**src/rtl/event_window_pkg.sv**
```systemverilog
`default_nettype none
// ============================================================================
// Module      : event_window_pkg
// Description : Shared state type and state encodings for the event window
//               counter. The FSM has two states: IDLE (no window open) and
//               RUN (a window is being timed and pulses are accumulated).
// Macros      : none (EVCNT_SAT_EN is consumed by event_window_counter)
// Revision    : 1.0 - initial release
// ============================================================================
package event_window_pkg;

  // Explicit encodings kept as 1-bit constants so that older flows can
  // reference the raw state values directly.
  localparam logic [0:0] c_ST_IDLE = 1'b0;
  localparam logic [0:0] c_ST_RUN  = 1'b1;

  typedef enum logic [0:0] {
    IDLE = c_ST_IDLE,
    RUN  = c_ST_RUN
  } state_e;

endpackage : event_window_pkg
`default_nettype wire

```
**src/rtl/evcnt_out_reg.sv**
```systemverilog
`default_nettype none
// ============================================================================
// Module      : evcnt_out_reg
// Description : One-deep valid/ready holding register for window counts.
//               A load always wins; if it replaces a result the consumer has
//               not taken in the same cycle, the sticky ovf flag is raised.
// Ports       : clk, arstn        - clock, async active-low reset
//               load, load_data   - new window result strobe and value
//               cnt_ready         - consumer accept
//               cnt_data          - held result
//               cnt_valid         - held result not yet consumed
//               ovf               - sticky: an unconsumed result was lost
// Revision    : 1.0 - initial release
// ============================================================================
module evcnt_out_reg #(
  parameter int CNT_W = 8
) (
  input  logic             clk,
  input  logic             arstn,
  input  logic             load,
  input  logic [CNT_W-1:0] load_data,
  input  logic             cnt_ready,
  output logic [CNT_W-1:0] cnt_data,
  output logic             cnt_valid,
  output logic             ovf
);

  logic [CNT_W-1:0] r_data;
  logic             r_valid;
  logic             r_ovf;

  always_ff @(posedge clk or negedge arstn) begin
    if (!arstn) begin
      r_data  <= '0;
      r_valid <= 1'b0;
      r_ovf   <= 1'b0;
    end else if (load) begin
      r_data  <= load_data;
      r_valid <= 1'b1;
      // Loss only when the old result is still pending and not being
      // accepted on this same edge.
      if (r_valid && !cnt_ready) begin
        r_ovf <= 1'b1;
      end
    end else if (r_valid && cnt_ready) begin
      r_valid <= 1'b0;
    end
  end

  assign cnt_data  = r_data;
  assign cnt_valid = r_valid;
  assign ovf       = r_ovf;

endmodule : evcnt_out_reg
`default_nettype wire

```
**src/rtl/event_window_counter.sv**
```systemverilog
`default_nettype none
// ============================================================================
// Module      : event_window_counter
// Description : Counts single-cycle detector pulses over windows of WIN_LEN
//               clock cycles and publishes each window's count through a
//               one-deep valid/ready output register.
// Macros      : EVCNT_SAT_EN - when defined the accumulator saturates at
//               all-ones; otherwise it wraps modulo 2^CNT_W.
// Ports       : clk, arstn  - clock, async active-low reset
//               ev_in       - detector pulse, sampled every cycle
//               win_en      - window enable (level)
//               cnt_data    - count of the last completed window
//               cnt_valid   - cnt_data holds an unconsumed result
//               cnt_ready   - consumer accept
//               ovf         - sticky overwrite flag
// Revision    : 1.0 - initial release
// ============================================================================
module event_window_counter
  import event_window_pkg::*;
#(
  parameter int CNT_W   = 8,
  parameter int WIN_LEN = 16
) (
  input  logic             clk,
  input  logic             arstn,
  input  logic             ev_in,
  input  logic             win_en,
  output logic [CNT_W-1:0] cnt_data,
  output logic             cnt_valid,
  input  logic             cnt_ready,
  output logic             ovf
);

  localparam int                   c_TIMER_W = $clog2(WIN_LEN);
  localparam logic [c_TIMER_W-1:0] c_LAST    = c_TIMER_W'(WIN_LEN - 1);
  localparam logic [c_TIMER_W-1:0] c_ONE     = c_TIMER_W'(1);

  state_e               r_state;
  logic [c_TIMER_W-1:0] r_timer;
  logic [CNT_W-1:0]     r_acc;

  logic                 w_last;
  logic [CNT_W-1:0]     w_sum;

  assign w_last = (r_state == RUN) && (r_timer == c_LAST);

`ifdef EVCNT_SAT_EN
  // Hold at all-ones once reached; further pulses are dropped.
  assign w_sum = (&r_acc) ? r_acc : (r_acc + CNT_W'(ev_in));
`else
  assign w_sum = r_acc + CNT_W'(ev_in);
`endif

  always_ff @(posedge clk or negedge arstn) begin
    if (!arstn) begin
      r_state <= IDLE;
      r_timer <= '0;
      r_acc   <= '0;
    end else begin
      case (r_state)
        IDLE: begin
          r_timer <= '0;
          r_acc   <= '0;
          if (win_en) begin
            r_state <= RUN;
          end
        end
        RUN: begin
          // Window end (result handed to the output register) and abort
          // both restart from zero; only win_en decides whether the next
          // window follows without a gap.
          if (w_last || !win_en) begin
            r_timer <= '0;
            r_acc   <= '0;
            r_state <= win_en ? RUN : IDLE;
          end else begin
            r_timer <= r_timer + c_ONE;
            r_acc   <= w_sum;
          end
        end
        default: begin
          r_state <= IDLE;
          r_timer <= '0;
          r_acc   <= '0;
        end
      endcase
    end
  end

  // The pulse on the final window cycle is folded in through w_sum.
  evcnt_out_reg #(
    .CNT_W (CNT_W)
  ) u_out_reg (
    .clk       (clk),
    .arstn     (arstn),
    .load      (w_last),
    .load_data (w_sum),
    .cnt_ready (cnt_ready),
    .cnt_data  (cnt_data),
    .cnt_valid (cnt_valid),
    .ovf       (ovf)
  );

endmodule : event_window_counter
`default_nettype wire
```
**config.mk**
```make
export PLATFORM = sky130hd
export DESIGN_NAME = event_window_counter
export DESIGN_NICKNAME = d
export VERILOG_FILES = /design/src/rtl/event_window_pkg.sv /design/src/rtl/evcnt_out_reg.sv /design/src/rtl/event_window_counter.sv
export SDC_FILE = /design/constraint.sdc
export NUM_CORES = 1
export LEC_CHECK = 0
export ABC_CLOCK_PERIOD_IN_PS = 1700
export BUFFER_PORTS_ARGS = -buffer_cell sky130_fd_sc_hd__clkbuf_2
export CAP_MARGIN = 20
export CORE_MARGIN = 2
export CORE_UTILIZATION = 54
export DETAILED_ROUTE_END_ITERATION = 16
export GPL_ROUTABILITY_DRIVEN = 0
export PLACE_DENSITY = 0.74
export SYNTH_ARGS = -nofsm -noshare
export SYNTH_HDL_FRONTEND = slang
export SYNTH_HIERARCHICAL = 1
export SYNTH_SLANG_ARGS = --single-unit
```
**constraint.sdc**
```tcl
create_clock -name clk -period 1.7 [get_ports clk]
set_input_delay 0.255 -clock clk [delete_from_list [all_inputs] [get_ports clk]]
set_output_delay 0.255 -clock clk [all_outputs]
set_load 0.02 [all_outputs]
```
==> metrics, run 1 <==
CTS Buf Count=3; Die H=46.9 µm; clock sink count=23; synthesized instance count=79; status=finished, final reports clean; CP max stage cell=or4_4; TNS Setup=0 ps; CP Cell Sequence=ha_1 -> nand3_2 -> or4_4 -> nand2_1 -> mux2_4; Final Max Slew Viols=0; largest net degree at the start of global routing=24; WL final=1590 µm; nets@finish=105; TritonCTS clock tree=yes; CP Launch Type=flop; Yosys reg bits=23; Hold Path Depth=1; top-level port count=15; Bufs on Longest Clock Path=2; main area contributors after synthesis=dfrtp_1 (58%), mux2_4 (12%), ha_1 (3.8%), nand2_1 (2.6%), xnor2_1 (2.6%); placed instance count=116; Post-CTS Setup Bufs=0; initial antenna violation count=0; Tmin final=approximately 1500 ps; worst hold path class=input pin to flop; TritonRoute pass-1 iters=4; Pwr Total=0.835 mW; Core Rows=15; Slew @ Worst Pin=approximately 560 ps; fraction of the cycle the final worst path needs=0.863; vias in the first global route=521; cts repair resizes=0; Core ar.=1730 µm²; slew margin rel.=0.623; Synth top area share=0.578; Multi-input gate area=387 µm²; number of routed nets with antenna violations=0; RSZ-0062 raised after global routing=no; Req. time, crit path=just under 2000 ps; Post-synth EDFFs=0; Leak Pwr=0.583 nW; Seq/Total Area, Yosys=0.578; area of the die=2200 µm²; Via Count=607; Final HPWL DP=approximately 1100 µm; fmax=approximately 680 MHz; register area=576 µm²; Layout Cells excl Fill=121; Skew-Pair Late Insertion Delay=310 ps; number of cells on the worst reg-to-reg path=5; DR vias/cell=5.02; hold buffer count at cts=1; routed len/inst=13.1 µm; Max-Cap Viols=0; CP max FO=5; Setup Viol. Count Final=0; Port Buffer Count=14; critical path class=flop to flop; first-pass GRT wire length=2460 µm; Avg Synthesized Cell Area=between 10 and 15 µm²; fraction of registers with async set/reset=1.00; Yosys warning total=6; fillers=around 160; Power Density=~740 nW/µm²; critical path's largest stage delay=approximately 540 ps; cell accounting for the most synthesized area=dfrtp_1; Die Span X=46.9 µm; drc violations=0; # diodes=0; Final Hold Viols=0; clock transition at the registers of the reported paths=120 ps; Iter 0 DRT Violations=6; critical path arrival=1730 ps; VDD IR-drop max=0.472 mV; Cell variety after synth=22; Hold WS=60.5 ps; crit end category=flop; Top FF cell, synth=dfrtp_1; Total GRT Usage=0.167; R2R Setup Slk=between 200 and 250 ps; Clock Root Buffer=clkbuf_4; share of cells above drive strength 1=0.333; H-tree Lvls=1; Layout Skew=5.37 ps; Final WS setup=233 ps; Synth Net Count=87; gr ovfl total=0; pre-CTS WS=approximately 240 ps; initial core utilization=0.577; Synth Cell Area=approximately 1000 µm²; Layout area overhead=12.7%
-- state kept, by name, indices dropped and copies added, names as in the netlist --
signal and count:
r_acc 8, u_out_reg/ovf 1, r_timer 4, u_out_reg/cnt_valid 1, u_out_reg/cnt_data 8, r_state 1
-- power by group --
part | internal (mW) | switching (mW)
Combinational | 0.0107 | 0.0218
Sequential | 0.552 | 0.00309
Clock | 0.0917 | 0.155
-- layer usage --
layer	vias up	track usage	share of wire
met2	16	0.255	0.42
met5	-	0	0
met1	281	0.225	0.52
met3	5	0.0231	0.036
li1	305	-	-
met4	0	0.100	0.027
-- synth_stat cells (3+ instances only) --
master,n
nor2b_1,3
nor2_1,6
dfrtp_1,23
ha_1,3
a21oi_1,3
nand3_1,3
xnor2_1,3
mux2_4,8
inv_1,4
nand2_1,7
-- worst max-delay path, delay by kind of cell (launching register included) --
family | cells | cell delay (ps)
DFF | 1 | 360
adders and majority gates | 1 | 180
and+or+nand+nor | 3 | 760
muxes | 1 | 130
-- per-stage QoR --
stage	area, µm²	util
after global routing	1120	0.650
final	1120	0.650
after floorplan	996	-
after detailed placement	1090	0.629
after CTS	1120	0.650
after global placement	1090	0.629
-- worst paths after layout --
check | start | endpoint
worst max-delay path | r_acc[0] | u_out_reg/cnt_data[7]
worst min-delay path | win_en | r_state
worst max register to register | r_acc[0] | u_out_reg/cnt_data[7]
worst min register to register | r_timer[0] | r_timer[0]
max in group asynchronous | arstn | r_acc[5]
min in group asynchronous | arstn | u_out_reg/cnt_data[6]
-- cells in the final DEF (no fill, tap or decap), drive strengths merged --
cell type and count:
dfrtp 23, clkbuf 18, mux2 8, nand2 7
nor2 6, inv 4, nand3 4, xnor2 3
a21oi 3, nor2b 3, ha 3, o21ai 2
xor2 2, a31o 2, or3 2, o31ai 1
or4 1, and4 1, dlygate4sd3 1, a21o 1
buf 1
-- final cells by class --
| type | instances | share of cell area |
|---|---|---|
| well taps | 25 | 0.0279 |
| repair buffers | 16 | 0.0780 |
| clock buffers | 4 | 0.0234 |
| flip-flops and latches | 23 | 0.513 |
| inverters | 4 | 0.0134 |
| multi-input cells | 49 | 0.344 |
-- logic make-up after synthesis --
kind of cell               share of synthesized area
buffers and inverters                         0.0339
xor gates and xnor gates                      0.0440
DFF                                            0.578
and+or+nand+nor                                0.127
muxes                                          0.121
adders and majority gates                     0.0377
AOI/OAI and AO/OA                             0.0590
Power figures use the tool's default switching activity.
==> run 2, diff against run 1 <==
Settings changed: MAX_ROUTING_LAYER from default to met4, RECOVER_POWER from default to 25.
==> metrics, run 2 (synthesized netlist as in run 1, its figures left out) <==
pre-CTS WS=238 ps; initial antenna violation count=0; critical path arrival=1680 ps; WL final=1600 µm; vias in the first global route=521; Slew @ Worst Pin=565 ps; CP max FO=3; clock sink count=23; critical path's top delay family=adder cells; first-pass GRT wire length=about 2500 µm; Max-Cap Viols=0; share of cells above drive strength 1=0.333; Layout area overhead=12.7%; largest net degree at the start of global routing=24; fmax=roughly 700 MHz; Leak Pwr=slightly below 0.6 nW; CTS Buf Count=3; CP max stage cell=dfrtp_1; slew margin rel.=0.623; critical path class=flop to flop; Final HPWL DP=1140 µm; Layout Skew=2.24 ps; Iter 0 DRT Violations=9; Hold WS=55.6 ps; worst hold path class=input pin to flop; Crit path buffers/inverters=0; area of the die=2200 µm²; top-level port count=15; status=finished, final reports clean; fraction of the cycle the final worst path needs=0.864; Total GRT Usage=0.173; nets@finish=105; Bufs on Longest Clock Path=2; critical path's largest stage delay=about 360 ps; Final Hold Viols=0; gr ovfl total=0; commonest non-fill, non-tap cells in the layout=dfrtp_1 (23), clkbuf_2 (14), mux2_4 (8); Die Span X=46.9 µm; Tmin final=1470 ps; routed len/inst=~13 µm; Setup Viol. Count Final=0; Core Rows=15; Req. time, crit path=between 1500 and 2000 ps; Power Density=747 nW/µm²; initial core utilization=0.577; Die H=46.9 µm; Final Max Slew Viols=0; Via Count=605; crit end category=flop; placed inst area=1090 µm²; Post-CTS Setup Bufs=0; Final WS setup=231 ps; VDD IR-drop max=0.472 mV; RSZ-0062 raised after global routing=no; drc violations=0; # diodes=0; TritonCTS clock tree=yes; TritonRoute pass-1 iters=4; H-tree Lvls=1; Port Buffer Count=14; post-route core utilization=0.650; commonest non-fill, non-tap cell in the layout=dfrtp_1; clock transition at the registers of the reported paths=120 ps; Core ar.=1730 µm²; final instance area=1120 µm²; Clock Root Buffer=clkbuf_4; CP Launch Type=flop; number of routed nets with antenna violations=0; DR vias/cell=5.00; TNS Setup=0 ps; Skew-Pair Late Insertion Delay=310 ps; CP Cell Sequence=ha_1 -> ha_1 -> nand2_1 -> o21ai_0 -> nand2_1 -> mux2_4
[run 2: area by class of cell]
| type | count | area [µm²] |
|---|---|---|
| flip-flops and latches | 23 | 576 |
| fillers | 156 | 604 |
| clock buffers | 4 | 26.3 |
| repair buffers | 16 | 87.6 |
| multi-input cells | 49 | 387 |
| inverters | 4 | 15.0 |
| well taps | 25 | 31.3 |
[run 2: what timing repair did]
item,4_1_cts,5_1_grt
gates resized for setup,0,0
hold buffers,1,0
endpoints found under the hold margin,23,0
[run 2: metal layers]
layer  global-route usage  vias up  part of all wire
li1                     -      304                 -
met1                0.228      280              0.52
met2                0.255       16              0.41
met3               0.0231        5             0.036
met4                0.100        0             0.027
met5                    -        -                 0
[run 2: worst paths after layout]
check / startpoint / endpoint / slack [ps] / depth (start not counted)
worst min register to register: r_timer[0] / r_timer[0] / 470 / 1
min in group asynchronous: arstn / u_out_reg/cnt_data[2] / 460 / 2
worst max register to register: r_acc[0] / u_out_reg/cnt_data[6] / 230 / 6
max in group asynchronous: arstn / r_acc[3] / 870 / 2
worst max-delay path: r_acc[0] / u_out_reg/cnt_data[6] / 230 / 6
worst min-delay path: win_en / r_state / 60 / 1
[run 2: per-stage QoR]
| step | cells | power [mW] |
|---|---|---|
| floorplan | 79 | 0.579 |
| global placement | 116 | 0.596 |
| detailed placement | 116 | 0.598 |
| CTS | 121 | 0.845 |
| global route | 121 | 0.872 |
| finish | 121 | 0.838 |
[run 2: power by group]
part,switching [mW],internal (mW)
clock,0.159,0.0917
sequential,0.00307,0.552
combinational,0.0218,0.0107
==> run 3, diff against run 2 <==
==> constraint.sdc (replaced) <==
create_clock -name clk -period 1.7 [get_ports clk]
set_input_delay 0.34 -clock clk [delete_from_list [all_inputs] [get_ports clk]]
set_output_delay 0.34 -clock clk [all_outputs]
set_load 0.02 [all_outputs]
==> metrics, run 3 (synthesized netlist as in run 1, its figures left out) <==
Req. time, crit path=around 2000 ps; Setup Viol. Count Final=0; critical path class=flop to flop; Layout Cells excl Fill=120; Die H=around 47 µm; top-level port count=15; Power Density=754 nW/µm²; clock sink count=23; Via Count=592; Final Max Slew Viols=0; largest net degree at the start of global routing=24; final instance area=1110 µm²; pre-CTS WS=153 ps; H-tree Lvls=1; vias in the first global route=509; WL final=roughly 1600 µm; Slew @ Worst Pin=about 1200 ps; # diodes=0; Port Buffer Count=14; TritonRoute pass-1 iters=2; Final Hold Viols=0; share of cells above drive strength 1=0.326; Leak Pwr=0.576 nW; placed inst area=1090 µm²; commonest non-fill, non-tap cell in the layout=dfrtp_1; clock transition at the registers of the reported paths=120 ps; DR vias/cell=around 4.9; hold buffer count at cts=0; Die Span X=46.9 µm; RSZ-0062 raised after global routing=no; Final WS setup=225 ps; number of cells on the worst reg-to-reg path=5; drc violations=0; Layout area overhead=11.6%; Final HPWL DP=1140 µm; Skew-Pair Late Insertion Delay=310 ps; crit end category=flop; worst hold path class=input pin to flop; nets@finish=104; gr ovfl total=0; area of the die=2200 µm²; number of routed nets with antenna violations=0; Hold WS=139 ps; Core ar.=1730 µm²; TNS Setup=0 ps; Layout Skew=roughly 2.2 ps; Hold Path Depth=1; commonest non-fill, non-tap cells in the layout=dfrtp_1 (23), clkbuf_2 (13), mux2_4 (8); critical path arrival=1740 ps; Bufs on Longest Clock Path=2; Core Rows=15; Post-CTS Setup Bufs=0; CTS Buf Count=3; Max-Cap Viols=0; initial antenna violation count=0; Total GRT Usage=0.171; VDD IR-drop max=0.474 mV; critical path's largest stage delay=540 ps; cts repair resizes=0; fraction of the cycle the final worst path needs=0.867; Iter 0 DRT Violations=9; status=finished, final reports clean; Clock Root Buffer=clkbuf_4; initial core utilization=0.577; CP Cell Sequence=ha_1 -> nand3_2 -> or4_4 -> nand2_1 -> mux2_4; placed instance count=116; Tmin final=~1500 ps; CP Launch Type=flop; routed len/inst=13.4 µm; CP max stage cell=or4_4; first-pass GRT wire length=~2400 µm; CP max FO=5; TritonCTS clock tree=yes; fmax=678 MHz; slew margin rel.=0.188
## run 3: worst paths after layout
check	startpoint	to	slack, ps
min reg2reg	r_timer[0]	r_timer[0]	470
max reg2reg	r_acc[0]	u_out_reg/cnt_data[7]	230
min	win_en	r_state	140
min in group asynchronous	arstn	u_out_reg/cnt_data[2]	250
max	r_acc[0]	u_out_reg/cnt_data[7]	230
max in group asynchronous	arstn	r_acc[3]	740
## run 3: final cells by class
cell class                      count  area [µm²]
Clock buffer                        4        26.3
Fill cell                         157         616
Inverter                            4        15.0
Multi-Input combinational cell     49         387
Sequential cell                    23         576
Tap cell                           25        31.3
Timing Repair Buffer               15        76.3
## run 3: routing by layer
| layer | share of wire | up-vias | track usage |
|---|---|---|---|
| met1 | 0.52 | 270 | 0.228 |
| met4 | 0.025 | 0 | 0.100 |
| met3 | 0.037 | 5 | 0.0231 |
| met5 | 0 | - | - |
| met2 | 0.41 | 16 | 0.249 |
| li1 | - | 301 | - |
## run 3: report_power, final
group | internal, mW | leakage, nW | switching (mW)
Sequential | 0.552 | 0.317 | 0.00307
Clock | 0.0918 | 0.0150 | 0.160
Combinational | 0.00889 | 0.243 | 0.0217
Total | 0.653 | 0.576 | 0.185
## run 3: stage by stage
step / util / power (mW)
after global placement: 0.629 / 0.596
after CTS: 0.644 / 0.843
final: 0.643 / 0.838
after floorplan: - / 0.579
after detailed placement: 0.629 / 0.598
after global routing: 0.643 / 0.870
## run 3: worst max-delay path, delay by kind of cell (launching register included)
kind | cells | cell delay (ps)
multiplexers | 1 | 130
adder cells (fa/ha/maj) | 1 | 180
flip-flops | 1 | 360
AND/OR/NAND/NOR | 3 | 760
